File: src/rtl/rv32_mem_pkg.sv
// Shared definitions for the unified memory path:
// response tags and default timing constants.
package rv32_mem_pkg;

    typedef enum logic [1:0] {
        TAG_NONE = 2'd0,
        TAG_I    = 2'd1,
        TAG_D    = 2'd2
    } tag_e;

    localparam int MEM_LAT_DEF    = 1;
    localparam int STARVE_MAX_DEF = 4;

endpackage

File: src/rtl/resp_tag_pipe.sv
// Fixed-depth shift register of response tags.
// The last stage names the owner of the current m_rdata.
module resp_tag_pipe
    import rv32_mem_pkg::*;
#(
    parameter int MEM_LAT = MEM_LAT_DEF
) (
    input  logic       clk,
    input  logic       rst,
    input  logic [1:0] tag_i,
    output logic [1:0] tag_o
);

    tag_e pipe_q [MEM_LAT];

    // Shift one tag per cycle; reset drops everything in flight
    always_ff @(posedge clk) begin
        if (rst) begin
            for (int k = 0; k < MEM_LAT; k++) begin
                pipe_q[k] <= TAG_NONE;
            end
        end else begin
            pipe_q[0] <= tag_e'(tag_i);
            for (int k = 1; k < MEM_LAT; k++) begin
                pipe_q[k] <= pipe_q[k-1];
            end
        end
    end

    assign tag_o = pipe_q[MEM_LAT-1];

endmodule

File: src/rtl/mem_arbiter.sv
// Fetch/data arbiter in front of one single-port memory.
// Data wins collisions; a streak counter bounds fetch wait.
module mem_arbiter
    import rv32_mem_pkg::*;
#(
    parameter int AW         = 32,
    parameter int MEM_LAT    = MEM_LAT_DEF,
    parameter int STARVE_MAX = STARVE_MAX_DEF
) (
    input  logic          clk,
    input  logic          rst,
    input  logic          i_req,
    input  logic [AW-1:0] i_addr,
    output logic          i_gnt,
    output logic          i_rvalid,
    output logic [31:0]   i_rdata,
    input  logic          d_req,
    input  logic          d_we,
    input  logic [3:0]    d_be,
    input  logic [AW-1:0] d_addr,
    input  logic [31:0]   d_wdata,
    output logic          d_gnt,
    output logic          d_rvalid,
    output logic [31:0]   d_rdata,
    output logic          m_en,
    output logic          m_we,
    output logic [3:0]    m_be,
    output logic [AW-1:0] m_addr,
    output logic [31:0]   m_wdata,
    input  logic [31:0]   m_rdata
);

    localparam logic [3:0]    SMAX       = 4'(STARVE_MAX);
    localparam logic [AW-1:0] ALIGN_MASK = ~AW'(3);

    logic [3:0] streak_q;
    logic [3:0] streak_d;
    logic       fetch_prio;
    logic [1:0] tag_in;
    logic [1:0] tag_last;

    assign fetch_prio = (streak_q == SMAX);

    // Grants are combinational; data wins unless fetch is starved
    always_comb begin
        i_gnt = 1'b0;
        d_gnt = 1'b0;
        if (!rst) begin
            if (i_req && (!d_req || fetch_prio)) begin
                i_gnt = 1'b1;
            end else if (d_req) begin
                d_gnt = 1'b1;
            end
        end
    end

    // Count data grants that overtook a waiting fetch
    always_comb begin
        streak_d = streak_q;
        if (!i_req || i_gnt) begin
            streak_d = '0;
        end else if (d_gnt && streak_q != SMAX) begin
            streak_d = streak_q + 4'd1;
        end
    end

    // Streak register
    always_ff @(posedge clk) begin
        if (rst) begin
            streak_q <= '0;
        end else begin
            streak_q <= streak_d;
        end
    end

    // Steer the granted port onto the memory and tag the read
    always_comb begin
        m_we    = 1'b0;
        m_be    = 4'h0;
        m_addr  = d_addr & ALIGN_MASK;
        m_wdata = d_wdata;
        tag_in  = TAG_NONE;
        if (d_gnt) begin
            m_we   = d_we;
            m_be   = d_be;
            tag_in = d_we ? TAG_NONE : TAG_D;
        end else if (i_gnt) begin
            m_be   = 4'hF;
            m_addr = i_addr & ALIGN_MASK;
            tag_in = TAG_I;
        end
    end

    assign m_en = i_gnt | d_gnt;

    resp_tag_pipe #(
        .MEM_LAT (MEM_LAT)
    ) u_tags (
        .clk   (clk),
        .rst   (rst),
        .tag_i (tag_in),
        .tag_o (tag_last)
    );

    assign i_rvalid = (tag_last == TAG_I);
    assign d_rvalid = (tag_last == TAG_D);
    assign i_rdata  = m_rdata;
    assign d_rdata  = m_rdata;

endmodule
File: config.mk
export PLATFORM = sky130hd
export DESIGN_NAME = mem_arbiter
export DESIGN_NICKNAME = d
export VERILOG_FILES = /design/src/rtl/rv32_mem_pkg.sv /design/src/rtl/resp_tag_pipe.sv /design/src/rtl/mem_arbiter.sv
export SDC_FILE = /design/constraint.sdc
export NUM_CORES = 1
export LEC_CHECK = 0
export CAP_MARGIN = 40
export CORE_AREA = 2 2 108 110
export CTS_CLUSTER_DIAMETER = 150
export DETAILED_ROUTE_END_ITERATION = 16
export DIE_AREA = 0 0 110 112
export PLACE_DENSITY = 0.72
export SKIP_CTS_REPAIR_TIMING = 1
export SKIP_LAST_GASP = 1
export SYNTH_ARGS = -nofsm -noshare
export SYNTH_HDL_FRONTEND = slang
export SYNTH_SLANG_ARGS = --single-unit
export TNS_END_PERCENT = 50
File: constraint.sdc
create_clock -name clk -period 2.15 [get_ports clk]
set_clock_uncertainty 0.15 [all_clocks]
set_input_delay 0.5375 -clock clk [delete_from_list [all_inputs] [get_ports clk]]
set_output_delay 0.5375 -clock clk [all_outputs]
set_load 0.02 [all_outputs]
## Word level (Yosys, flattened, before mapping)

Memories as Yosys holds them, arrays and structs flattened.
Index checks and enable logic that the tools add are counted.

| word-level totals | value |
|---|---|
| memories kept | 1 |
| flip-flop bits (word level) | 4 |
| output and inout port bits | 138 |
| logic and storage cells | 34 |
| RAM bits | 2 |

Memory list:

| name | depth | width | read ports | clocked after memory_dff | wr ports | line | source |
|---|---|---|---|---|---|---|---|
| u_tags.pipe_q | 1 | 2 | 1 | 0 | 1 | resp_tag_pipe.sv:14 | `tag_e pipe_q [MEM_LAT];` |

| cells by class | value |
|---|---|
| reduce and logical (&&, ||, !) cells | 8 |
| equal/unequal tests | 4 |
| bitwise gates (word level) | 1 |
| add/subtract/negate cells | 1 |
| multiplexer cells | 18 |

Operators with widths:

| operator | number |
|---|---|
| $mux W32 | 2 |
| $mux W1 | 11 |
| $mux W4 | 2 |
| $mux W2 | 3 |
| $add A4 B1 Y4 const B | 1 |
| $eq A4 B3 Y1 const B | 1 |
| $ne A4 B3 Y1 const B | 1 |
| $reduce_or A2 Y1 | 2 |
| $eq A2 B1 Y1 const B | 1 |
| $eq A2 B2 Y1 const B | 1 |
| $logic_and A1 B1 Y1 | 2 |
| $logic_not A1 Y1 | 2 |
| $logic_or A1 B1 Y1 | 2 |
| $or A1 B1 Y1 | 1 |

## Longest topological paths before layout

Gate-level depths: netlist of run 1.

| logic depth | value |
|---|---|
| depth in word-level cells | 8 |
| gate-level depth with buffers | 6 |
| depth with buffers taken out | 5 |

## By module

From an unflattened synthesis of run 1, not the netlist that was laid out.

| second synthesis, totals | value |
|---|---|
| cell total of the unflattened synthesis | 172 |
| area, all modules | 1567.8 µm² |

By module, submodules not included:

| module | area each (µm²) | cells an instance | seq. area each (µm²) | times used |
|---|---|---|---|---|
| mem_arbiter | 1515.2 | 168 | 80.1 | 1 |
| resp_tag_pipe | 52.6 | 4 | 40.0 | 1 |

## Worst setup path before layout of run 1

OpenSTA, ideal clock, no wires.

| timing | value |
|---|---|
| path kind | input port to output port |
| start | input rst |
| end | output m_addr[14] |
| setup slack | -198 ps |
| arrival time | 1661 ps |
| stages on the path | 4 |
| required time | 1462 ps |
| cell sequence | nand2b_1 a21oi_4 buf_6 mux2_1 |

| between the ends | value |
|---|---|
| longest elaborated chain between the ends | 3 |
| elaborated cells between the ends (all ways) | 4 |
| those cells by class | 4 x mux |

RTL lines:

| what | line | source |
|---|---|---|
| start: declaration | mem_arbiter.sv:11 | `input logic rst,` |
| $mux W1 | mem_arbiter.sv:48 | `if (!rst) begin` |
| net i_gnt | mem_arbiter.sv:14 | `output logic i_gnt,` |
| $mux W32 | mem_arbiter.sv:87 | `end else if (i_gnt) begin` |
| $mux W32 | mem_arbiter.sv:83 | `if (d_gnt) begin` |
| end: declaration | mem_arbiter.sv:28 | `output logic [AW-1:0] m_addr,` |

The timed path passes the listed nets, and every way through them passes these cells.

## Worst setup path after layout of run 1

| timing | value |
|---|---|
| start | register streak_q[1] |
| end | output m_addr[17] |

| between the ends | value |
|---|---|
| longest elaborated chain between the ends | 7 |
| elaborated cells between the ends (all ways) | 9 |
| those cells by class | 1 x eq/ne; 6 x mux; 2 x reduce/logical |

RTL lines:

| what | line | source |
|---|---|---|
| start: declaration | mem_arbiter.sv:36 | `logic [3:0] streak_q;` |
| start signal: assignment | mem_arbiter.sv:72 | `streak_q <= streak_d;` |
| $eq A4 B3 Y1 * | mem_arbiter.sv:42 | `assign fetch_prio = (streak_q == SMAX);` |
| $logic_or A1 B1 Y1 * | mem_arbiter.sv:49 | `if (i_req && (!d_req \|\| fetch_prio)) begin` |
| $logic_and A1 B1 Y1 * | mem_arbiter.sv:49 |  |
| $mux W1 | mem_arbiter.sv:49 |  |
| $mux W1 | mem_arbiter.sv:48 |  |
| $mux W32 | mem_arbiter.sv:87 |  |
| $mux W32 * | mem_arbiter.sv:83 |  |

Mark *: on every way between the ends. The rest lies on a longest branch, timed or not.

==> results of run 1 <==
==> flip-flops by register name (all words and copies together), names as in the netlist <==
signal         cells
u_tags.pipe_q      2
streak_q           4
==> routing by layer <==
metal  share of wire (%)  vias to the layer above
met5                   0                        -
met4                 4.1                        0
met3                  17                       25
met2                  48                       96
met1                  31                      473
li1                    -                      508
==> worst min path at each step <==
| stage | startpoint | end | cells past startpoint |
|---|---|---|---|
| 2_1_floorplan | streak_q[0] | streak_q[0] | 1 |
| 3_3_place_gp | streak_q[0] | streak_q[0] | 2 |
| 3_5_place_dp | streak_q[0] | streak_q[0] | 2 |
| 4_1_cts | streak_q[0] | streak_q[0] | 2 |
| 5_1_grt | streak_q[0] | streak_q[0] | 2 |
| 6_report | streak_q[0] | streak_q[0] | 2 |
==> final cells by class <==
cell class / count / area [sq um]
fill: 1212 / 8780
timing repair buffer: 127 / 1320
clock buffer: 3 / 75.1
inverter: 5 / 18.8
tap: 143 / 179
multi-input combinational: 58 / 677
sequential: 6 / 121
==> power groups by stage <==
stage	clock network (mW)	logic (mW)	registers (mW)
floorplan	0	0.437	0.117
global placement	0	0.411	0.117
detailed placement	0	0.414	0.117
CTS	0.305	0.416	0.116
global route	0.310	0.465	0.116
finish	0.297	0.440	0.116
==> cell usage in the layout (no fill, tap or decap), drive strengths merged, types with 2 or more instances in the layout <==
master	instances
ha	2
clkbuf	11
nor2	3
dlymetal6s2s	9
buf	42
clkdlybuf4s50	68
nor3	3
nor2b	3
conb	2
inv	5
a21o	4
a21oi	2
mux2	30
dfxtp	6
==> worst max-delay path, delay by kind of cell, from the launching register on <==
family / cells / cell delay (ns)
adders and majority gates: 1 / 0.14
DFF: 1 / 0.31
AOI/OAI and AO/OA: 1 / 0.18
and+or+nand+nor: 1 / 0.09
muxes: 1 / 0.31
buffers and inverters: 4 / 0.50
==> logic make-up after synthesis <==
group	Yosys count	share of synthesized area, %
DFF	6	7.84
adders and majority gates	2	1.63
and+or+nand+nor	15	6.13
muxes	31	27.6
other	1	0.245
buffers and inverters	106	52.0
xor gates and xnor gates	1	0.572
AOI/OAI and AO/OA	7	4.00
==> metrics.md, run 1 <==
| Metric | Value |
|---|---|
| Residual DRC | 0 |
| First-pass GRT wire length | 4750 um |
| Vias in the first global route | 1034 |
| Initial antenna violation count | 0 |
| Top FF cell, synth | dfxtp_1 |
| CP Capture Type | output pin |
| Layout Cells excl Fill | 342 |
| Die footprint | 12300 sq um |
| Worst endpoint required time | 1.46 ns |
| Flop2flop setup slack | 0.65 ns |
| Root Buffer | clkbuf_16 |
| Met1 Use GR | 3.24% |
| RSZ-0062 raised after global routing | true |
| Delay of the slowest critical-path stage | 0.31 ns |
| Met3 Track Usage GR | 2.34% |
| Worst setup margin | -0.313 ns |
| Layout cells sized above 1 | 45.2% |
| Critical Path AT | 1.78 ns |
| Warnings from Yosys | 0 |
| CTS sink count | 6 |
| CTS tree | yes |
| Core Rows | 39 |
| ANT nets after route | 0 |
| Failing checks | setup timing |
| Seq/Total Area, Yosys | 7.84% |
| Crit path launch | streak_q[1] |
| Crit path to | m_addr[17] |
| Fmax achieved | 406 MHz |
| Status | finished, violations left |
| Worst r2r src | streak_q[1] |
| Number of synthesized flops with an enable pin | 0 |
| Crit-path max FO | 8 |
| Worst Path Class, Setup | flop to output pin |
| Share of the synthesized area in the top cell type | 48.0% |
| Worst min path class | flop to flop |
| Pin count of the biggest net entering global routing | 33 |
| Met2 usage | 9.16% |
| Total gr overflow | 0 |
| Hold_ws | slightly below 0.4 ns |
| Mapped cell area | 1530 sq um |
| Top cells by count, synth | 98 x buf_4, 20 x mux2_4, 6 x dfxtp_1 |
| Placed Cells | 333 |
| Setup TNS | -10.62 ns |
| Max Cap Viol | 0 |
| Most Crowded Layer GR | met2 |
| Worst-Skew Late Latency | 0.23 ns |
| GRT Util Overall | 4.84% |
| Largest area contributor in the netlist | buf_4 |
| DR pass1 iterations | 3 |
| Critical Path Slowest Stage Cell | dfxtp_2 |
| DRT iter0 DRCs | 29 |
| Worst-path clk slew | ~0.03 ns |
| Most common cell on crit path | buf_6 |
| Final Slew Violations | 0 |
| Core area | 11200 sq um |
| Finished Cell Area | about 2400 sq um |
| Async S/R FF share, synth | 0% |
| Min cycle time layout | 2.46 ns |
| Comb pwr share | 51.6% |
| CP Cell Sequence | inv_2, ha_4, nand3b_4, a21oi_4, buf_6, clkbuf_16, mux2_4, buf_6 |
| Avg Cell Area, Syn | 9.06 sq um |
| Net Sw Frac | 25.6% |
| Post-DP HPWL | 3070 um |
| Clk network pwr share | 34.8% |
| Utilization after layout | 21.4% |
| Top-count cell post-synth | buf_4 |
| Final net count | 340 |
| Port buffer count | roughly 110 |
| WL/cell | 12.8 um |
| Buffer depth of the longest clock path | 2 |
| CTS Buf Count | 3 |
| Via Count | 1102 |
| P_sw | 0.219 mW |
| Internal Power | 0.634 mW |
| Die Width | 110 um |
| Synthesized netlist cell count | around 170 |
| Die Y | approximately 110 um |
| GPL Wtd Cong | 0.600 |
| Placed cell areas | about 2200 sq um |
| Total Power | 0.853 mW |
| Seq cells post-synth | 6 |
| I/O pin count | 275 |
| Library cells used by synthesis | 25 |
| Final hold viol count | 0 |
| Sequential Power Share | about 14% |
| Final setup vio count | 38 |
| Final period util | 115% |
| WL final | 4370 um |
| H-tree depth | 1 |
| Area contributors post-synth | buf_4 48%, mux2_4 20%, dfxtp_1 7.8%, mux2_1 3.7%, mux2_2 3.7% |
| Via density | 3.22 |
| P&R area growth vs syn | 56.0% |
| Starting Density | between 10 and 15% |
| Worst reg2reg path depth | 7 |
| CP startpoint kind | flop |
| Max VDD drop | between 400 and 500 uV |
| PwrDens | 357 nW/um^2 |
| # diodes | 0 |
| Place WS | -1.02 ns |
| P_leak | 1.14 nW |
| FF-to-FF End | u_tags.pipe_q[0][1] |
Note: power is estimated with default switching activity, not from simulation.
==> run 2: changes to the inputs <==
Settings changed: SLEW_MARGIN from default to 5.
==> results of run 2 <==
Same layout as run 1: the final DEF is identical, and so are final timing and power.
